[config.mk]
export PLATFORM = sky130hd
export DESIGN_NAME = count_event_monitor
export DESIGN_NICKNAME = d
export VERILOG_FILES = /design/src/rtl/counter_mon_pkg.sv /design/src/rtl/evt_fifo.sv /design/src/rtl/count_event_monitor.sv
export SDC_FILE = /design/constraint.sdc
export NUM_CORES = 1
export LEC_CHECK = 0
export BUFFER_PORTS_ARGS = -buffer_cell sky130_fd_sc_hd__buf_4
export CAP_MARGIN = 5
export CELL_PAD_IN_SITES_DETAIL_PLACEMENT = 1
export CELL_PAD_IN_SITES_GLOBAL_PLACEMENT = 2
export CORE_UTILIZATION = 42
export DETAILED_ROUTE_END_ITERATION = 12
export PLACE_DENSITY = 0.78
export SLEW_MARGIN = 10
export SYNTH_ARGS = -nofsm -noshare
export SYNTH_HDL_FRONTEND = slang
export SYNTH_HIERARCHICAL = 1
export SYNTH_SLANG_ARGS = --single-unit
[constraint.sdc]
create_clock -name clk -period 3.6 [get_ports clk]
set_clock_uncertainty 0.05 [all_clocks]
set_input_delay 0.54 -clock clk [delete_from_list [all_inputs] [get_ports clk]]
set_output_delay 0.54 -clock clk [all_outputs]
set_load 0.02 [all_outputs]
[src/rtl/counter_mon_pkg.sv]
// Shared types for the counter event monitor: event codes, FSM states and
// the record carried through the event FIFO.
package counter_mon_pkg;

   localparam int CNT_W = 4;

   localparam logic [CNT_W-1:0] CNT_MAX = '1;

   typedef enum logic [1:0] {
      EVT_NONE  = 2'd0,
      EVT_WRAP  = 2'd1,
      EVT_CLEAR = 2'd2,
      EVT_JUMP  = 2'd3
   } evt_code_e;

   typedef enum logic {
      INIT  = 1'b0,
      TRACK = 1'b1
   } state_e;

   typedef struct packed {
      evt_code_e        code;
      logic [CNT_W-1:0] prev;
      logic [CNT_W-1:0] value;
   } evt_rec_t;

endpackage

[src/rtl/evt_fifo.sv]
// Small event FIFO. Pointers carry one extra wrap bit so full and empty can
// be told apart without a separate occupancy counter. A push while full is
// accepted only if a pop frees a slot at the same edge.
module evt_fifo
   import counter_mon_pkg::*;
#(
   parameter int DEPTH = 4
)
(
   input  logic     clk,
   input  logic     rst,
   input  logic     push,
   input  evt_rec_t push_data,
   input  logic     pop,
   output logic     full,
   output logic     empty,
   output evt_rec_t head
);

   localparam int AW = $clog2(DEPTH);

   evt_rec_t   mem [DEPTH];
   logic [AW:0] wr_ptr;
   logic [AW:0] rd_ptr;
   logic        do_pop;
   logic        do_push;

   assign empty   = (wr_ptr == rd_ptr);
   assign full    = (wr_ptr[AW] != rd_ptr[AW]) && (wr_ptr[AW-1:0] == rd_ptr[AW-1:0]);
   assign do_pop  = pop && !empty;
   assign do_push = push && (!full || do_pop);
   assign head    = empty ? '0 : mem[rd_ptr[AW-1:0]];

   // Pointer advance; reset empties the queue immediately
   always_ff @(posedge clk or negedge rst) begin
      if (!rst) begin
         wr_ptr <= '0;
         rd_ptr <= '0;
      end else begin
         if (do_push) begin
            wr_ptr <= wr_ptr + 1'b1;
         end
         if (do_pop) begin
            rd_ptr <= rd_ptr + 1'b1;
         end
      end
   end

   // Storage write; contents need no reset because head is masked when empty
   always_ff @(posedge clk) begin
      if (do_push) begin
         mem[wr_ptr[AW-1:0]] <= push_data;
      end
   end

endmodule

[src/rtl/count_event_monitor.sv]
// Watches a 4-bit up-counter, classifies each transition, counts wraps,
// queues wrap/clear/jump events for a valid/ready sink and keeps sticky
// error and overflow flags.
module count_event_monitor
   import counter_mon_pkg::*;
#(
   parameter int WRAP_W     = 8,
   parameter int FIFO_DEPTH = 4
)
(
   input  logic              clk,
   input  logic              rst,
   input  logic [CNT_W-1:0]  count_in,
   input  logic              evt_ready,
   output logic              evt_valid,
   output logic [1:0]        evt_code,
   output logic [CNT_W-1:0]  evt_prev,
   output logic [CNT_W-1:0]  evt_value,
   output logic [WRAP_W-1:0] wrap_cnt,
   output logic              err_sticky,
   output logic              ovf_sticky
);

   localparam logic [WRAP_W-1:0] WRAP_MAX = '1;

   state_e           state;
   state_e           next_state;
   logic [CNT_W-1:0] prev;
   evt_code_e        push_code;
   logic             push;
   logic             pop;
   logic             fifo_full;
   logic             fifo_empty;
   evt_rec_t         push_rec;
   evt_rec_t         head;

   // State register: INIT only lasts for the first edge after reset
   always_ff @(posedge clk or negedge rst) begin
      if (!rst) begin
         state <= INIT;
      end else begin
         state <= next_state;
      end
   end

   // Transition classifier, checked in priority order hold/step/wrap/clear/jump
   always_comb begin
      next_state = state;
      push_code  = EVT_NONE;
      if (state == INIT) begin
         next_state = TRACK;
      end else if (count_in == prev) begin
         push_code = EVT_NONE;
      end else if ((prev != CNT_MAX) && (count_in == prev + 4'd1)) begin
         push_code = EVT_NONE;
      end else if ((prev == CNT_MAX) && (count_in == '0)) begin
         push_code = EVT_WRAP;
      end else if (count_in == '0) begin
         push_code = EVT_CLEAR;
      end else begin
         push_code = EVT_JUMP;
      end
   end

   assign push           = (push_code != EVT_NONE);
   assign push_rec.code  = push_code;
   assign push_rec.prev  = prev;
   assign push_rec.value = count_in;
   assign pop            = evt_valid && evt_ready;

   // Previous sample is refreshed on every edge, including the INIT capture
   always_ff @(posedge clk or negedge rst) begin
      if (!rst) begin
         prev <= '0;
      end else begin
         prev <= count_in;
      end
   end

   // Wrap accumulator saturates; it counts wraps even when the event is dropped
   always_ff @(posedge clk or negedge rst) begin
      if (!rst) begin
         wrap_cnt <= '0;
      end else if ((push_code == EVT_WRAP) && (wrap_cnt != WRAP_MAX)) begin
         wrap_cnt <= wrap_cnt + WRAP_W'(1);
      end
   end

   // Sticky flags: jump seen, and event lost because the queue had no room
   always_ff @(posedge clk or negedge rst) begin
      if (!rst) begin
         err_sticky <= 1'b0;
         ovf_sticky <= 1'b0;
      end else begin
         if (push_code == EVT_JUMP) begin
            err_sticky <= 1'b1;
         end
         if (push && fifo_full && !pop) begin
            ovf_sticky <= 1'b1;
         end
      end
   end

   evt_fifo #(
      .DEPTH (FIFO_DEPTH)
   ) u_fifo (
      .clk       (clk),
      .rst       (rst),
      .push      (push),
      .push_data (push_rec),
      .pop       (pop),
      .full      (fifo_full),
      .empty     (fifo_empty),
      .head      (head)
   );

   assign evt_valid = !fifo_empty;
   assign evt_code  = head.code;
   assign evt_prev  = head.prev;
   assign evt_value = head.value;

endmodule

Word level (Yosys, flattened, before mapping):

Memory sizes are Yosys's and may differ from the RTL's.
Index checks and enable logic that the tools add are counted.
Widths: inputs -> output; s select.

* add/subtract/negate cells: 4
* eq/ne operators: 10
* multiplexer cells: 8
* reduce and logical (&&, ||, !) cells: 15

Operators with widths (number)
* $mux 10: 1
* $logic_and 1x1->1: 9
* $add 8x1->8 const B: 1
* $eq 4x4->1: 2
* $mux 2: 4
* $ne 8x8->1 const B: 1
* $add 3x1->3 const B: 2
* $add 4x1->4 const B: 1
* $eq 4x4->1 const B: 1
* $logic_not 4->1: 1
* $ne 4x4->1 const B: 1
* $eq 3x3->1: 1
* $logic_not 1->1: 3
* $mux 1: 3
* $eq 2x1->1 const B: 1
* $eq 2x2->1: 1
* $eq 2x2->1 const B: 1
* $reduce_bool 2->1: 1
* $logic_or 1x1->1: 1
* $ne 1x1->1: 1

* register bits after elaboration: 21
* RAM bits: 40
* input bits: 7
* output and inout bits: 21
* logic and storage cells: 45
* memories kept: 1

Memories
* u_fifo.mem: depth 4, bits a word 10, rd ports 1, clocked after memory_dff 0, wr ports 1, line evt_fifo.sv:22 `evt_rec_t mem [DEPTH];`

Depth between registers and ports, before layout:

Gate-level depths: netlist of the first run.

* depth in word-level cells: 10
* mapped depth: 8
* mapped depth without buffers: 8

Cells and area by module:

The synthesis of the first run kept the hierarchy.

Modules (own cells, without submodules)
* evt_fifo: instances 1, cells each 98, area each 1919.3 um^2, seq. area each 1351.3 um^2
* count_event_monitor: instances 1, cells each 65, area each 750.7 um^2, seq. area each 375.4 um^2

Least setup slack after synthesis of the first run:

Ideal clock, no wire load.

* kind: register to register
* from: reg u_fifo.wr_ptr[0]
* to: mem u_fifo/mem[0][0] (netlist bit), enable pin
* setup time: 0.288 ns
* arrival: 2.194 ns
* data required time: 3.262 ns
* setup slack: 1.068 ns
* stages on the path, launching flop included: 7
* path buffers: 1
* clock period less this slack: 2.532 ns
* cells stage by stage: dfrtp_1 -> xor2_2 -> nor3_1 -> clkbuf_1 -> nor2b_1 -> or4_1 -> and3_1

* cells in the longest elaborated chain, start to end: 8
* elaborated cells between the ends (all ways): 11
* those cells by class: eq/ne: 2; mux: 2; reduce/logical: 7

Ends and longest elaborated chain
* from (decl): line evt_fifo.sv:23 `logic [AW:0] wr_ptr;`
* from (signal assigned): line evt_fifo.sv:41 `wr_ptr <= wr_ptr + 1'b1;`
* $eq 3x3->1: line evt_fifo.sv:28 `assign empty = (wr_ptr == rd_ptr);`
* net fifo_empty: line count_event_monitor.sv:33 `logic fifo_empty;`
* $logic_not 1->1: line count_event_monitor.sv:117 `assign evt_valid = !fifo_empty;`
* $logic_and 1x1->1: line count_event_monitor.sv:69 `assign pop = evt_valid && evt_ready;`
* net pop: line count_event_monitor.sv:31 `logic pop;`
* $logic_and 1x1->1: line evt_fifo.sv:30 `assign do_pop = pop && !empty;`
* $logic_or 1x1->1: line evt_fifo.sv:31 `assign do_push = push && (!full || do_pop);`
* $logic_and 1x1->1: line evt_fifo.sv:31
* $mux 1: line evt_fifo.sv:51 `if (do_push) begin`
* $mux 1 (not written as such): line evt_fifo.sv:52 `mem[wr_ptr[AW-1:0]] <= push_data;`
* to (decl): line evt_fifo.sv:22

The timed path passes the listed nets, and every way through them passes these cells.

Final worst setup path of the first run:

* from: reg u_fifo.rd_ptr[1]
* to: mem u_fifo/mem[1][1] (netlist bit), enable pin

* cells in the longest elaborated chain, start to end: 8
* elaborated cells between the ends (all ways): 11
* those cells by class: eq/ne: 2; mux: 2; reduce/logical: 7

Ends and longest elaborated chain
* from (decl): line evt_fifo.sv:24 `logic [AW:0] rd_ptr;`
* from (signal assigned): line evt_fifo.sv:44 `rd_ptr <= rd_ptr + 1'b1;`
* $eq 3x3->1: line evt_fifo.sv:28
* net fifo_empty: line count_event_monitor.sv:33
* $logic_not 1->1: line count_event_monitor.sv:117
* $logic_and 1x1->1: line count_event_monitor.sv:69
* net pop: line count_event_monitor.sv:31
* $logic_and 1x1->1: line evt_fifo.sv:30
* $logic_or 1x1->1: line evt_fifo.sv:31
* $logic_and 1x1->1: line evt_fifo.sv:31
* $mux 1: line evt_fifo.sv:51
* $mux 1 (not written as such): line evt_fifo.sv:52

The timed path passes the listed nets, and every way through them passes these cells.

==> impl_metrics.tcl, run 1 <==
set metrics [dict create \
    status "complete, no violations" \
    synth.area.top_cells "edfxtp_1 (45%), dfrtp_1 (20%), mux4_2 (8.4%)" \
    cts_sinks 61 \
    leakage_nw 1.22 \
    drt-total-wl_um 5400 \
    rrSetupSlack_ns 0.74 \
    routed-via-count 1499 \
    cp-end-kind "flip-flop" \
    track_usage 0.187 \
    startpoint_type "flip-flop" \
    report.final.hold_viol_count 0 \
    ys_ff_latch 61 \
    grt_pass1_wl_um 8520 \
    core_area_um2 6030 \
    synth_common_cells "edfxtp_1 (40), dfrtp_1 (21), xnor2_1 (13), nor2b_1 (11), mux4_2 (10)" \
    slew_headroom 0.565 \
    synth_edf_count 40 \
    clock.fmax_mhz 349 \
    hp-class "input port to asynchronous set/reset pin" \
    grt-ovfl-total 0 \
    drtAntennaViolNets 0 \
    rsz0062_at_grt "no" \
    dr.pass1.iters 4 \
    arrival_ns 2.81 \
    rr_startpoint "u_fifo/rd_ptr[1]$_DFFE_PN0P_" \
    tightest_slew_ns 0.653 \
    die_w_um 81.7 \
    yosys.area.top_type "edfxtp_1" \
    synthDistinctLibCells 37 \
    netlist_instances 163 \
    ctsHoldBuffers 0 \
    io_buffers 27 \
    layout_min_cycle_time_ns 2.86 \
    area_delta_synth_final_pct 17.8 \
    drive_gt1_frac 0.294 \
    async_reset_ff_frac 0.344 \
    setup_viol_count_final 0 \
    max_cap_viol_count 0 \
    grt_pass1_vias 1609 \
    cts_resized 0 \
    internal_power_w 0.00165 \
    yosysSeqAreaShare 0.647 \
    cts_setup_buffers 0 \
    start_util 0.443 \
    fillCellCount 597 \
    syn_nets 177 \
    yosysTopAreaCellShare 0.450 \
    cp_max_fo 13 \
    drt_iter0_drc 78 \
    avgRoutedWirePerCell_um 19.4 \
    r2r-end "u_fifo/mem[1][1]$_DFFE_PP_" \
    insertion_delay_ns 0.33 \
    p_seq_frac 0.389 \
    antenna_found_initial 0 \
    slew_violations 0 \
    nNetsFinal 213 \
    drc 0 \
    viasPerCell 5.37 \
    cts_buffer_depth 2 \
    cts_made_buffers 9 \
    clkPwrFrac 0.224 \
    rows 28 \
    root_buffer "clkbuf_8" \
    critPathRequiredTime_ns 3.55 \
    power_w 0.00256 \
    syn_area_per_cell_um2 16.4 \
    place_hpwl_um 3630 \
    routabilityCongestion 0.757 \
    power_density_nw_per_um2 813 \
    reg2regPathDepth 5 \
    grt_max_degree 22 \
    io_pins 28 \
    die_area_um2 6680 \
    setup.worst_path.class "flip-flop to flip-flop" \
    p_sw_frac 0.355 \
    yosysMostFrequentCell "edfxtp_1" \
    antenna_cells 0 \
    cts.reportedPaths.clkPinSlew_ns 0.07 \
    cts-htree-levels 3 \
    cts_tree "done" \
    comb_power_share 0.386 \
    finalCritPeriodShare 0.796 \
    synthFlopType "edfxtp_1" \
    tns_ns 0 \
    syn-cell-area_um2 2670 \
    peakVddDrop_mv 0.327 \
    power_switching_w 0.000907 \
    ys_warn_count 6 \
    die_h_um 81.7 \
]
==> worst max-delay path: stages (launching register included) <==
cell     delay, ns
dfrtp_1       0.76
xor2_2        0.25
nor3_1        0.29
nor2b_1       0.16
or4_1         0.58
and3_1        0.43
==> power by group through the flow <==
stage	clock [W]	sequential, W	combinational, W
floorplan	0	0.000970	0.000675
detailed placement	0	0.00101	0.00100
global placement	0	0.000999	0.000969
CTS	0.000586	0.00100	0.00101
global route	0.000620	0.00101	0.00107
finish	0.000574	0.000996	0.000988
==> how the worst max path moves through the flow <==
stage	startpoint	to	slack (ns)	cells past startpoint
global route	u_fifo/rd_ptr[1]$_DFFE_PN0P_	u_fifo/mem[1][1]$_DFFE_PP_	0.52	5
floorplan	u_fifo/wr_ptr[0]$_DFFE_PN0P_	u_fifo/mem[0][0]$_DFFE_PP_	1.07	6
detailed placement	u_fifo/rd_ptr[1]$_DFFE_PN0P_	u_fifo/mem[1][4]$_DFFE_PP_	0.74	5
global placement	u_fifo/rd_ptr[1]$_DFFE_PN0P_	u_fifo/mem[0][4]$_DFFE_PP_	0.88	5
CTS	u_fifo/rd_ptr[1]$_DFFE_PN0P_	u_fifo/mem[1][0]$_DFFE_PP_	0.71	5
finish	u_fifo/rd_ptr[1]$_DFFE_PN0P_	u_fifo/mem[1][1]$_DFFE_PP_	0.74	5
==> cell usage in the layout (no fill, tap or decap), drive strengths merged, types with 3 or more instances in the layout <==
master and n:
o41ai 3, mux4 10, nor2b 11, dfrtp 21, xnor2 13, clkinv 3, clkbuf 11, and3 4
ha 7, xor2 9, nand3 5, inv 7, edfxtp 40, and2 3, buf 29, mux2 3
==> state kept, by name, indices dropped and copies added, names as in the netlist <==
signal and count:
u_fifo/mem 40, wrap_cnt 8, prev 4, u_fifo/rd_ptr 3
u_fifo/wr_ptr 3, err_sticky 1, ovf_sticky 1, state 1
==> logic make-up after synthesis <==
group / synth area share
compound gates: 0.0464
other cells: 0.00140
simple gates: 0.0811
mux: 0.0970
buf+inv: 0.0169
xor+xnor: 0.0778
flops: 0.647
fa+ha+maj: 0.0328
==> routing by layer <==
metal  routed length [um]  share of wire  GRT usage  vias up
met1                 2350           0.44      0.228      769
met4                  117          0.022     0.0842        0
met5                    0              0          0        -
met3                  219          0.041     0.0578       10
li1                     -              -          -      681
met2                 2710           0.50      0.304       39
==> per-stage QoR <==
stage / setup WS (ns) / area [um2] / instances / util / hold WS, ns
after floorplan: 1.07 / 2670 / 163 / - / 0.194
after global placement: 0.881 / 2960 / 263 / 0.492 / 0.398
after detailed placement: 0.738 / 2960 / 263 / 0.492 / 0.394
after CTS: 0.710 / 3150 / 279 / 0.522 / 0.0331
after global routing: 0.520 / 3150 / 279 / 0.522 / 0.0349
final: 0.735 / 3150 / 279 / 0.522 / 0.0289
==> layout make-up <==
type                    instances  area, um2  share of cell area
clock buffers                  11        131              0.0418
clock inverters                 5       51.3              0.0163
inverters                       7       26.3             0.00835
multi-input cells              91        898               0.286
flip-flops and latches         61       1730               0.549
well taps                      75       93.8              0.0298
repair buffers                 29        218              0.0692
Note: power is estimated with default switching activity, not from simulation.
==> run 2, diff against run 1 <==
--- a/config.mk
+++ b/config.mk
@@ -5,13 +5,14 @@
 export SDC_FILE = /design/constraint.sdc
 export NUM_CORES = 1
 export LEC_CHECK = 0
+export ABC_AREA = 1
 export BUFFER_PORTS_ARGS = -buffer_cell sky130_fd_sc_hd__buf_4
 export CAP_MARGIN = 5
 export CELL_PAD_IN_SITES_DETAIL_PLACEMENT = 1
 export CELL_PAD_IN_SITES_GLOBAL_PLACEMENT = 2
-export CORE_UTILIZATION = 42
+export CORE_UTILIZATION = 34
 export DETAILED_ROUTE_END_ITERATION = 12
-export PLACE_DENSITY = 0.78
+export PLACE_DENSITY = 0.75
 export SLEW_MARGIN = 10
 export SYNTH_ARGS = -nofsm -noshare
 export SYNTH_HDL_FRONTEND = slang
==> constraint.sdc (replaced) <==
create_clock -name clk -period 2.6 [get_ports clk]
set_clock_uncertainty 0.05 [all_clocks]
set_input_delay 0.39 -clock clk [delete_from_list [all_inputs] [get_ports clk]]
set_output_delay 0.39 -clock clk [all_outputs]
set_load 0.02 [all_outputs]
==> impl_metrics.tcl, run 2 <==
set metrics [dict create \
    io_buffers 27 \
    track_usage 0.166 \
    drive_gt1_frac 0.213 \
    slew_violations 0 \
    rows 33 \
    fillCellCount 962 \
    synth_edf_count 40 \
    status "complete, no violations" \
    cp_max_fo 10 \
    p_sw_frac 0.395 \
    core_area_um2 8380 \
    largest_register_ffs 40 \
    cts_resized 0 \
    arrival_ns 2.27 \
    yosys.area_share.simple 0.249 \
    max_cap_viol_count 0 \
    syn_nets 321 \
    ys_ff_latch 61 \
    io_pins 28 \
    grt_pass1_vias 2202 \
    antenna_found_initial 0 \
    die_w_um 96.0 \
    tns_ns 0 \
    drtAntennaViolNets 0 \
    layout_commonest_cell "nand2_1" \
    async_reset_ff_frac 0.344 \
    cts_tree "done" \
    synth_top_family_by_area "simple AND/OR/NAND/NOR gates" \
    internal_power_w 0.00243 \
    antenna_cells 0 \
    clkPwrFrac 0.226 \
    yosysMostFrequentCell "nand2_1" \
    final_cell_mix "nand2_1 (68), edfxtp_1 (40), nor2_1 (38)" \
    yosys.area.top_type "edfxtp_1" \
    cp-end-kind "flip-flop" \
    hold_depth 1 \
    synthFlopType "edfxtp_1" \
    dr.pass1.iters 4 \
    cts_sinks 61 \
    synth_mux_area_frac 0 \
    insertion_delay_ns 0.34 \
    syn-cell-area_um2 3010 \
    p_seq_frac 0.346 \
    drt-total-wl_um 6650 \
    report.final.hold_viol_count 0 \
    hold-worst-slack_ns 0.182 \
    post_synth_fa_ha_maj_area_fraction 0.0291 \
    synth.area.top_cells "edfxtp_1 (40%), dfrtp_1 (17%), nand2_1 (8.5%)" \
    hold_start "count_in[3]" \
    crit_chain "ha_1 > xor2_1 > nor2_1 > nand2_1 > nor2_4 > nor2_2 > nand2_2 > nor2_1 > buf_4" \
    comb_power_share 0.427 \
    crit_start "prev[0]$_DFF_PN0_" \
    area_delta_synth_final_pct 19.4 \
    drt_iter0_drc 41 \
    grt-ovfl-total 0 \
    setup_viol_count_final 0 \
    layout_min_cycle_time_ns 2.28 \
    ys_warn_count 6 \
    avgRoutedWirePerCell_um 14.6 \
    routabilityCongestion 0.792 \
    start_util 0.359 \
    synth_xor_area_frac 0.0316 \
    power_density_nw_per_um2 1120 \
    synth_common_cells "nand2_1 (68), edfxtp_1 (40), nor2_1 (38), inv_1 (34)" \
    yosysTopAreaCellShare 0.400 \
    rsz0062_at_grt "no" \
    yosysSeqAreaShare 0.575 \
    path_common_cell "nor2_1" \
    syn_area_per_cell_um2 9.79 \
    critPathRequiredTime_ns 2.59 \
    multiInputGateArea_um2 1100 \
    root_buffer "clkbuf_8" \
    seqCellArea_um2 1730 \
    place_hpwl_um 4770 \
    cts-htree-levels 3 \
    hp-class "input port to flip-flop" \
    clock.fmax_mhz 438 \
    rrSetupSlack_ns 0.32 \
    die_area_um2 9220 \
    cts.reportedPaths.clkPinSlew_ns 0.07 \
    nNetsFinal 361 \
    finalCritPeriodShare 0.879 \
    reg2regPathDepth 9 \
    netlist_instances 307 \
    die_h_um 96.0 \
    grt_max_degree 23 \
    holdPathEnd "prev[3]$_DFF_PN0_" \
    rr_startpoint "prev[0]$_DFF_PN0_" \
    grt_pass1_wl_um 11100 \
    cts_buffer_depth 2 \
    peakVddDrop_mv 0.322 \
    cts_made_buffers 9 \
    slowest_delay_ns 0.48 \
    setup.worst_path.class "flip-flop to flip-flop" \
    synthDistinctLibCells 32 \
    routed-via-count 2157 \
    synth-compound-area-share 0.0550 \
    leakage_nw 1.63 \
    startpoint_type "flip-flop" \
    crit_slowest_cell "dfrtp_1" \
    drc 0 \
    viasPerCell 4.72 \
    power_switching_w 0.00159 \
    r2r-end "u_fifo/mem[0][1]$_DFFE_PP_" \
]
## run 2: power groups by stage
stage          Clock (W)  Combinational, W  Sequential, W
2_1_floorplan          0           0.00110        0.00142
3_3_place_gp           0           0.00173        0.00141
3_5_place_dp           0           0.00175        0.00142
4_1_cts         0.000933           0.00176        0.00140
5_1_grt         0.000971           0.00194        0.00142
6_report        0.000911           0.00172        0.00139
## run 2: layout make-up
class | instances | share of cell area
multi-input cells | 201 | 0.307
clock inverters | 7 | 0.0251
inverters | 38 | 0.0398
flip-flops and latches | 61 | 0.481
well taps | 105 | 0.0366
repair buffers | 36 | 0.0760
clock buffers | 9 | 0.0345
## run 2: stage by stage
stage	worst slack [ns]	util	cells	power, W	cell area, um2
2_1_floorplan	0.187	-	307	0.00252	3010
3_3_place_gp	0.450	0.401	440	0.00314	3360
3_5_place_dp	0.337	0.401	440	0.00317	3360
4_1_cts	0.311	0.428	457	0.00409	3590
5_1_grt	0.0872	0.428	457	0.00433	3590
6_report	0.316	0.428	457	0.00402	3590
## run 2: worst max path at each step
stage / to / slack [ns] / depth (start not counted)
floorplan: u_fifo/mem[0][0]$_DFFE_PP_ / 0.19 / 13
global placement: u_fifo/mem[2][1]$_DFFE_PP_ / 0.45 / 9
detailed placement: u_fifo/mem[0][1]$_DFFE_PP_ / 0.34 / 9
CTS: u_fifo/mem[0][1]$_DFFE_PP_ / 0.31 / 9
global route: u_fifo/mem[1][0]$_DFFE_PP_ / 0.09 / 9
finish: u_fifo/mem[0][1]$_DFFE_PP_ / 0.32 / 9
## run 2: metal layers
layer	track usage	up-vias	wire length, um
met2	0.252	28	3000
li1	-	1084	-
met5	0	-	0
met1	0.229	1035	3350
met4	0.0821	0	124
met3	0.0284	10	177
## run 2: kinds of logic after synthesis
| logic type | Yosys count |
|---|---|
| AND/OR/NAND/NOR | 151 |
| flip-flops | 61 |
| buffers and inverters | 45 |
| AO/OA/AOI/OAI | 32 |
| other | 1 |
| XOR/XNOR | 10 |
| adder cells (fa/ha/maj) | 7 |
## run 2: critical path, delay by kind of cell (launching register included)
kind          cells  cell delay (ns)
xor+xnor          1             0.16
fa+ha+maj         1             0.34
buf+inv           1             0.21
simple gates      6             0.74
flops             1             0.48
## run 2: what timing repair did
action | in CTS | in global routing
hold endpoints to repair | 21 | 0
buffers inserted | 0 | 0
hold buffers | 1 | 0
==> run 3, diff against run 2 <==
--- a/config.mk
+++ b/config.mk
@@ -12,7 +12,7 @@
 export CELL_PAD_IN_SITES_GLOBAL_PLACEMENT = 2
 export CORE_UTILIZATION = 34
 export DETAILED_ROUTE_END_ITERATION = 12
-export PLACE_DENSITY = 0.75
+export PLACE_DENSITY_LB_ADDON = 0.1
 export SLEW_MARGIN = 10
 export SYNTH_ARGS = -nofsm -noshare
 export SYNTH_HDL_FRONTEND = slang
==> impl_metrics.tcl, run 3 (synthesis gave the netlist of run 2 again) <==
set metrics [dict create \
    rows 33 \
    setup.worst_path.class "flip-flop to flip-flop" \
    final_cell_mix "nand2_1 (68), edfxtp_1 (40), nor2_1 (38)" \
    hold_depth 1 \
    grt-ovfl-total 0 \
    finalCritPeriodShare 0.890 \
    grt_pass1_vias 2262 \
    cts_tree "done" \
    dpl_cell_area_um2 3360 \
    routed-via-count 2181 \
    leakage_nw 1.64 \
    cts_resized 0 \
    arrival_ns 2.29 \
    track_usage 0.169 \
    setup_viol_count_final 0 \
    die_area_um2 9220 \
    drive_gt1_frac 0.207 \
    utilization 0.430 \
    cts.reportedPaths.clkPinSlew_ns 0.06 \
    power_density_nw_per_um2 1140 \
    io_buffers 27 \
    root_buffer "clkbuf_8" \
    slew_violations 0 \
    ctsHoldBuffers 1 \
    antenna_found_initial 0 \
    place_hpwl_um 4770 \
    tns_ns 0 \
    start_util 0.359 \
    rrSetupSlack_ns 0.29 \
    drt-total-wl_um 6700 \
    r2r-end "u_fifo/mem[3][8]$_DFFE_PP_" \
    viasPerCell 4.77 \
    avgRoutedWirePerCell_um 14.7 \
    die_w_um 96.0 \
    dr.pass1.iters 4 \
    report.final.hold_viol_count 0 \
    core_area_um2 8380 \
    path_common_cell "nor2_1" \
    die_h_um 96.0 \
    crit_chain "ha_1 > xor2_1 > nor2_1 > nand2_1 > nor2_4 > nor2_2 > nand2_2 > nor2_1 > buf_4" \
    area_delta_synth_final_pct 19.9 \
    drc 0 \
    fin_area_um2 3600 \
    grt_max_degree 23 \
    cts_made_buffers 9 \
    rsz0062_at_grt "no" \
    rr_startpoint "prev[1]$_DFF_PN0_" \
    cts_sinks 61 \
    hold-worst-slack_ns 0.190 \
    hp-class "input port to flip-flop" \
    clock.fmax_mhz 432 \
    routabilityCongestion 0.758 \
    antenna_cells 0 \
    layout_commonest_cell "nand2_1" \
    slowest_delay_ns 0.47 \
    holdPathEnd "prev[3]$_DFF_PN0_" \
    cts-htree-levels 3 \
    crit_slowest_cell "dfrtp_1" \
    max_cap_viol_count 0 \
    insertion_delay_ns 0.33 \
    drt_iter0_drc 79 \
    reg2regPathDepth 9 \
    io_pins 28 \
    cp_max_fo 10 \
    drtAntennaViolNets 0 \
    peakVddDrop_mv 0.413 \
    startpoint_type "flip-flop" \
    cp-end-kind "flip-flop" \
    status "complete, no violations" \
    critPathRequiredTime_ns 2.58 \
    largest_register_ffs 40 \
    cts_buffer_depth 2 \
    layout_min_cycle_time_ns 2.31 \
    cts_setup_buffers 0 \
    hold_start "count_in[3]" \
    grt_pass1_wl_um 11400 \
    nNetsFinal 361 \
]
==> run 3: cell count changes in the layout (fill, tap and decap cells not counted), sizes merged <==
| cell | before | now |
|---|---|---|
| clkbuf | 9 | 11 |
| clkinv | 5 | 3 |
| bufinv | 2 | 3 |
| clkinvlp | 1 | 0 |
==> run 3: through the flow <==
| stage | instances | setup slack, ns | total power, W |
|---|---|---|---|
| floorplan | 307 | 0.187 | 0.00252 |
| global placement | 440 | 0.402 | 0.00314 |
| detailed placement | 440 | 0.257 | 0.00317 |
| CTS | 457 | 0.222 | 0.00418 |
| global route | 457 | 0.0254 | 0.00443 |
| finish | 457 | 0.287 | 0.00410 |
==> run 3: worst max-delay path: cells and delay by family (launching register included) <==
family	cells	cell delay, ns
buffers and inverters	1	0.22
adder cells (fa/ha/maj)	1	0.33
AND/OR/NAND/NOR	6	0.79
flip-flops	1	0.47
XOR/XNOR	1	0.15
==> run 3: metal layers <==
metal / wire length [um] / track usage / up-vias
li1: - / - / 1082
met1: 3280 / 0.229 / 1068
met4: 63 / 0.0634 / 0
met5: 0 / 0 / -
met2: 3190 / 0.269 / 26
met3: 167 / 0.0308 / 5
==> run 3: how the worst max path moves through the flow <==
stage	cells after the start	to	from	slack [ns]
after global placement	9	u_fifo/mem[3][6]$_DFFE_PP_	prev[1]$_DFF_PN0_	0.40
after detailed placement	9	u_fifo/mem[3][2]$_DFFE_PP_	prev[1]$_DFF_PN0_	0.26
after floorplan	13	u_fifo/mem[0][0]$_DFFE_PP_	u_fifo/wr_ptr[0]$_DFFE_PN0P_	0.19
after CTS	9	u_fifo/mem[3][8]$_DFFE_PP_	prev[1]$_DFF_PN0_	0.22
after global routing	10	u_fifo/mem[0][7]$_DFFE_PP_	prev[1]$_DFF_PN0_	0.03
final	9	u_fifo/mem[3][8]$_DFFE_PP_	prev[1]$_DFF_PN0_	0.29
==> run 3: final cells by class <==
type	instances	area [um2]
Clock buffer	11	131
Clock inverter	5	98.8
Fill cell	972	4780
Inverter	38	143
Multi-Input combinational cell	201	1100
Sequential cell	61	1730
Tap cell	105	131
Timing Repair Buffer	36	273
==> run 3: power by group <==
| group | leakage [nW] | switching [W] | internal, W | total [W] |
|---|---|---|---|---|
| Clock | 0.115 | 0.000356 | 0.000633 | 0.000989 |
| Sequential | 0.626 | 0.000141 | 0.00125 | 0.00139 |
| Combinational | 0.897 | 0.00108 | 0.000650 | 0.00173 |
| Total | 1.64 | 0.00157 | 0.00253 | 0.00410 |
